$ cat config.mk
export PLATFORM = sky130hd
export DESIGN_NAME = hilo_ctrl_flat
export DESIGN_NICKNAME = d
export VERILOG_FILES = /design/src/rtl/hilo_pkg.sv /design/src/rtl/hilo_if.sv /design/src/rtl/hilo_regfile.sv /design/src/rtl/hilo_ctrl.sv /design/src/flat_wrapper.sv
export SDC_FILE = /design/constraint.sdc
export NUM_CORES = 1
export LEC_CHECK = 0
export CAP_MARGIN = 20
export CELL_PAD_IN_SITES_DETAIL_PLACEMENT = 0
export CELL_PAD_IN_SITES_GLOBAL_PLACEMENT = 1
export CORE_UTILIZATION = 31
export DETAILED_ROUTE_END_ITERATION = 6
export PLACE_DENSITY = 0.91
export SLEW_MARGIN = 20
export SYNTH_ARGS = -nofsm -noshare
export SYNTH_HDL_FRONTEND = slang
export SYNTH_SLANG_ARGS = --single-unit
$ cat constraint.sdc
create_clock -name clk -period 2.54 [get_ports clk]
set_input_delay 0.381 -clock clk [delete_from_list [all_inputs] [get_ports clk]]
set_output_delay 0.381 -clock clk [all_outputs]
set_load 0.03 [all_outputs]
$ cat src/rtl/hilo_pkg.sv
// hilo_pkg: shared types and constants for the HI/LO multiply controller.
// Contents: hilo_state_t FSM encoding, WIDTH_DEF data width, MULT_LATENCY
// (cycles from start to first completed level, used by benches only).
package hilo_pkg;
  typedef enum logic {IDLE = 1'b0, WAIT = 1'b1} hilo_state_t;
  localparam int WIDTH_DEF = 32;
  localparam int MULT_LATENCY = 33;
endpackage

$ cat src/rtl/hilo_if.sv
// hilo_if: handshake between hilo_ctrl and the multi-cycle multiplier.
// master (controller): drives MultStart/MultStartSgn, receives mult_hi/mult_lo/mult_done.
// slave (multiplier): the mirror image.
interface hilo_if #(parameter int WIDTH = 32);
  logic MultStart;
  logic MultStartSgn;
  logic [WIDTH-1:0] mult_hi;
  logic [WIDTH-1:0] mult_lo;
  logic mult_done;
  modport master (output MultStart, MultStartSgn, input mult_hi, mult_lo, mult_done);
  modport slave (input MultStart, MultStartSgn, output mult_hi, mult_lo, mult_done);
endinterface

$ cat src/rtl/hilo_regfile.sv
// hilo_regfile: architectural HI/LO registers with write muxing and read mux.
// Ports: clk, rst; cap_i/cap_hi_i/cap_lo_i multiplier capture; wr_hi_i/wr_lo_i/wdata_i
// mthi/mtlo writes; rd_hi_i/rd_lo_i read strobes; byp_i reads the capture values
// instead of the registers; rdata_o read result (0 when no strobe).
module hilo_regfile #(parameter int WIDTH = 32) (
  input  logic             clk,
  input  logic             rst,
  input  logic             cap_i,
  input  logic [WIDTH-1:0] cap_hi_i,
  input  logic [WIDTH-1:0] cap_lo_i,
  input  logic             wr_hi_i,
  input  logic             wr_lo_i,
  input  logic [WIDTH-1:0] wdata_i,
  input  logic             rd_hi_i,
  input  logic             rd_lo_i,
  input  logic             byp_i,
  output logic [WIDTH-1:0] rdata_o
);
  logic [WIDTH-1:0] hi_q, lo_q, hi_d, lo_d, hi_rd, lo_rd;
  always_comb begin
    hi_d = cap_i ? cap_hi_i : wr_hi_i ? wdata_i : hi_q;
    lo_d = cap_i ? cap_lo_i : wr_lo_i ? wdata_i : lo_q;
    hi_rd = byp_i ? cap_hi_i : hi_q;
    lo_rd = byp_i ? cap_lo_i : lo_q;
    rdata_o = rd_hi_i ? hi_rd : rd_lo_i ? lo_rd : '0;
  end
  always_ff @(posedge clk) begin
    hi_q <= rst ? '0 : hi_d;
    lo_q <= rst ? '0 : lo_d;
  end
endmodule

$ cat src/rtl/hilo_ctrl.sv
// hilo_ctrl: execute-stage controller for the multiplier and HI/LO registers.
// Ports: clk, rst; MultE/MultSgnE/MfhiE/MfloE/MthiE/MtloE decoded strobes; SrcAE
// mthi/mtlo data; mif multiplier handshake (master); HiLoOutE mfhi/mflo result;
// StallHL hold F/D/E; Busy multiply in flight.
// Option: HILO_BYPASS_EN forwards mult_hi/mult_lo to mfhi/mflo in the completion cycle.
module hilo_ctrl import hilo_pkg::*; #(parameter int WIDTH = WIDTH_DEF) (
  input  logic             clk,
  input  logic             rst,
  input  logic             MultE,
  input  logic             MultSgnE,
  input  logic             MfhiE,
  input  logic             MfloE,
  input  logic             MthiE,
  input  logic             MtloE,
  input  logic [WIDTH-1:0] SrcAE,
  hilo_if.master           mif,
  output logic [WIDTH-1:0] HiLoOutE,
  output logic             StallHL,
  output logic             Busy
);
  hilo_state_t state_q;
  logic cap, byp, stall_rd, wr_ok;
  always_comb begin
    Busy = state_q == WAIT;
    mif.MultStart = MultE & ~Busy;
    mif.MultStartSgn = MultSgnE & mif.MultStart;
    // done is only meaningful in WAIT; the level left from an earlier multiply is cleared by the start edge
    cap = Busy & mif.mult_done;
`ifdef HILO_BYPASS_EN
    byp = cap;
    stall_rd = (MfhiE | MfloE) & ~cap;
`else
    byp = 1'b0;
    stall_rd = MfhiE | MfloE;
`endif
    StallHL = Busy & (MultE | MthiE | MtloE | stall_rd);
    // a move paired with a multiply is illegal; the multiply wins
    wr_ok = ~StallHL & ~MultE;
  end
  always_ff @(posedge clk) begin
    if (rst) state_q <= IDLE;
    else state_q <= Busy ? (mif.mult_done ? IDLE : WAIT) : (mif.MultStart ? WAIT : IDLE);
  end
  hilo_regfile #(.WIDTH(WIDTH)) u_rf (
    .clk(clk),
    .rst(rst),
    .cap_i(cap),
    .cap_hi_i(mif.mult_hi),
    .cap_lo_i(mif.mult_lo),
    .wr_hi_i(MthiE & wr_ok),
    .wr_lo_i(MtloE & wr_ok),
    .wdata_i(SrcAE),
    .rd_hi_i(MfhiE),
    .rd_lo_i(MfloE),
    .byp_i(byp),
    .rdata_o(HiLoOutE)
  );
endmodule

$ cat src/flat_wrapper.sv
// flat-port wrapper written by rule: the top's interface ports become plain ports
module hilo_ctrl_flat import hilo_pkg::*;
#(parameter int WIDTH = WIDTH_DEF)
  (clk, rst, MultE, MultSgnE, MfhiE, MfloE, MthiE, MtloE, SrcAE, HiLoOutE, StallHL, Busy, mif_MultStart, mif_MultStartSgn, mif_mult_hi, mif_mult_lo, mif_mult_done);
  hilo_if #(.WIDTH(WIDTH)) mif_i ();
  input  logic clk;
  input  logic rst;
  input  logic MultE;
  input  logic MultSgnE;
  input  logic MfhiE;
  input  logic MfloE;
  input  logic MthiE;
  input  logic MtloE;
  input  logic [WIDTH-1:0] SrcAE;
  output logic [WIDTH-1:0] HiLoOutE;
  output logic StallHL;
  output logic Busy;
  output wire logic [$bits(mif_i.MultStart)-1:0] mif_MultStart;
  output wire logic [$bits(mif_i.MultStartSgn)-1:0] mif_MultStartSgn;
  input wire logic [$bits(mif_i.mult_hi)-1:0] mif_mult_hi;
  input wire logic [$bits(mif_i.mult_lo)-1:0] mif_mult_lo;
  input wire logic [$bits(mif_i.mult_done)-1:0] mif_mult_done;
  assign mif_MultStart = mif_i.MultStart;
  assign mif_MultStartSgn = mif_i.MultStartSgn;
  assign mif_i.mult_hi = mif_mult_hi;
  assign mif_i.mult_lo = mif_mult_lo;
  assign mif_i.mult_done = mif_mult_done;
  hilo_ctrl #(.WIDTH(WIDTH)) u_core (.clk(clk), .rst(rst), .MultE(MultE), .MultSgnE(MultSgnE), .MfhiE(MfhiE), .MfloE(MfloE), .MthiE(MthiE), .MtloE(MtloE), .SrcAE(SrcAE), .mif(mif_i), .HiLoOutE(HiLoOutE), .StallHL(StallHL), .Busy(Busy));
endmodule
==> results.toml <==
[run_status]
status = "complete, no violations"

[power]
total_power_mw = 2.83
p_per_area_nw_per_um2 = 571
ir_drop_uv = 285
leakage_nw = 1.82

[clock_network]
insertion_delay_ns = 0.33
root_buffer = "clkbuf_8"
cts.path.max_buffers = 2
cts_tree = "done"
htree_levels = 3
postCtsSetupRepairBufs = 0
cts_hold_buf = 0
cts_buffers = 9
cts.sinks = 65
cts.repair.resized = 1
path_clk_slew_ns = 0.07

[timing]
max_slew_margin = 0.412
fin_crit_ns = 2.33
rsz0062_at_grt = "false"
setup_viol = 0
maxSlewViolCount = 0
min_period_over_period = 0.916
tightest_slew_ns = 0.882
max_freq_mhz = 430
finClkSkew_ns = 0.00680
worst_hold_slack_ns = 0.479
hold_viol_final = 0

[placed_design]
dp_hpwl_um = 6900
place_inst = 716
io_buffers = 140
gp_congestion = 0.811

[final_layout]
nets = 696
antenna-diode-count = 0
final_core_util = 0.480
drive_above_1_share = 0.109
fin_cells = 732
area_growth_pct = 50.8

[synth]
synth_ff_type = "dfxtp_1"
synth_most_common_cell = "nand2_1"
synth_warnings = 0
synth_edf_count = 0
ys_top_cells_by_count = "193 x nand2_1, 65 x dfxtp_1, 64 x a311oi_1, 64 x nor2_1, 32 x o21ai_0"
syn-num-nets = 579
synth_top_area_share = 0.396
synthArstFlopShare = 0
synth_area_leaders = "dfxtp_1 40%, nand2_1 22%, a311oi_1 17%"
yosys.area.top_type = "dfxtp_1"
netlist_instances = 474
synth_area_um2 = 3290
synth_area_per_cell_um2 = 6.94
synth-seq-area-share = 0.396
yosys.cell_types.count = 15
ys_seq_elements = 65

[floorplan]
rows = 37
start_util = 0.319
die_area_um2 = 11000
ioPinCount = 141
die_width_um = 105
die_h_um = 105
core_area_um2 = 10300

[setup_path]
critPathKind = "primary input to output pin"
rr_startpoint = "u_core.Busy$_SDFF_PP0_"
critPathSlowestCell = "clkdlybuf4s50_1"
start_kind = "primary input"
arrival_ns = 1.95
ff2ff_path_depth = 4
crit_required_ns = 2.16
crit_path_max_fanout = 3
cpMostUsedCell = "clkdlybuf4s50_1"
crit_chain = "clkdlybuf4s50_1 > nor2b_1 > and2_1 > clkdlybuf4s50_1"
crit_path_max_incr_delay_ns = 0.66
critPathCaptureType = "output pin"
r2r-end = "u_core.u_rf.lo_q[18]$_SDFFE_PP0P_"
ff2ff_setup_slack_ns = 0.85

[global_route]
track_usage = 0.197
grt_max_degree = 65
grt_pass1_wl_um = 17200
grt_busiest_layer = "met2"
gr-usage-met3 = 0.0374
grt_use_met2 = 0.340
antenna_found_initial = 0
grt_pass1_vias = 3513
grt_use_met1 = 0.237
gr-total-overflow = 0

[run]
max-cap-violations = 0

[min_path]
min_from = "u_core.u_rf.lo_q[8]$_SDFFE_PP0P_"
holdCritPathClass = "register to register"
whs_endpoint = "u_core.u_rf.lo_q[8]$_SDFFE_PP0P_"
min_path_cells = 2

[drt]
wl_um = 10700
ant_nets = 0
drtIter0Drc = 245
drt-pass1-iter-count = 4
drc = 0
wl_per_cell_um = 14.6
viasPerCell = 5.08
vias = 3717
==> power by group <==
part / leakage (nW) / internal (mW) / switching [mW] / total, mW
Combinational: 1.17 / 0.293 / 0.317 / 0.610
Clock: 0.120 / 0.678 / 0.399 / 1.08
Sequential: 0.535 / 1.10 / 0.0426 / 1.14
Total: 1.82 / 2.07 / 0.758 / 2.83
==> cell usage in the layout, fill, tap and decap left out, types with 2 or more instances in the layout <==
| cell | n |
|---|---|
| a311oi_1 | 64 |
| buf_12 | 4 |
| buf_2 | 2 |
| buf_4 | 40 |
| bufinv_16 | 3 |
| clkbuf_8 | 10 |
| clkdlybuf4s50_1 | 105 |
| dfxtp_1 | 65 |
| nand2_1 | 192 |
| nor2_1 | 64 |
| nor2b_1 | 2 |
| nor3b_4 | 2 |
| o21ai_0 | 32 |
| or3b_1 | 2 |
==> worst max-delay path by stage <==
stage,startpoint,end,slack [ns]
6_report,MultE,mif_MultStartSgn,0.21
5_1_grt,MfloE,HiLoOutE[31],0.06
4_1_cts,MfloE,HiLoOutE[31],0.22
3_5_place_dp,MfloE,StallHL,-0.0007
3_3_place_gp,MfloE,StallHL,-0.008
2_1_floorplan,MfloE,HiLoOutE[0],0.57
==> cells by family (layout without fill, tap and decap cells) <==
group                  after synthesis  after routing  synth area share
AOI/OAI and AO/OA                   98             98             0.225
and+or+nand+nor                    265            265             0.314
buffers and inverters               46            168            0.0655
DFF                                 65             65             0.396
==> final cells by class <==
class	instances	area, um^2
Timing Repair Buffer	152	1450
Sequential cell	65	1300
Fill cell	1024	5370
Clock inverter	5	103
Tap cell	136	170
Clock buffer	11	141
Multi-Input combinational cell	363	1790
==> layer usage <==
layer | share of wire | vias up
li1 | - | 1853
met1 | 0.43 | 1713
met2 | 0.49 | 136
met3 | 0.064 | 15
met4 | 0.018 | 0
met5 | 0 | -
==> through the flow <==
stage / instance area, um^2 / TNS (ns) / setup WS [ns]
final: 4960 / 0 / 0.212
after global routing: 4960 / 0 / 0.0555
after CTS: 4960 / 0 / 0.223
after detailed placement: 4710 / -0.000686 / -0.000686
after global placement: 4710 / -0.00799 / -0.00799
after floorplan: 3290 / 0 / 0.575
==> sequential cells by signal (all words and copies together) (netlist names) <==
name and flops:
u_core.u_rf.hi_q 32, u_core.Busy 1, u_core.u_rf.lo_q 32
==> critical path, delay by kind of cell <==
kind | cells | cell delay (ns)
buf+inv | 2 | 1.16
simple gates | 2 | 0.41
Power figures use the tool's default switching activity.
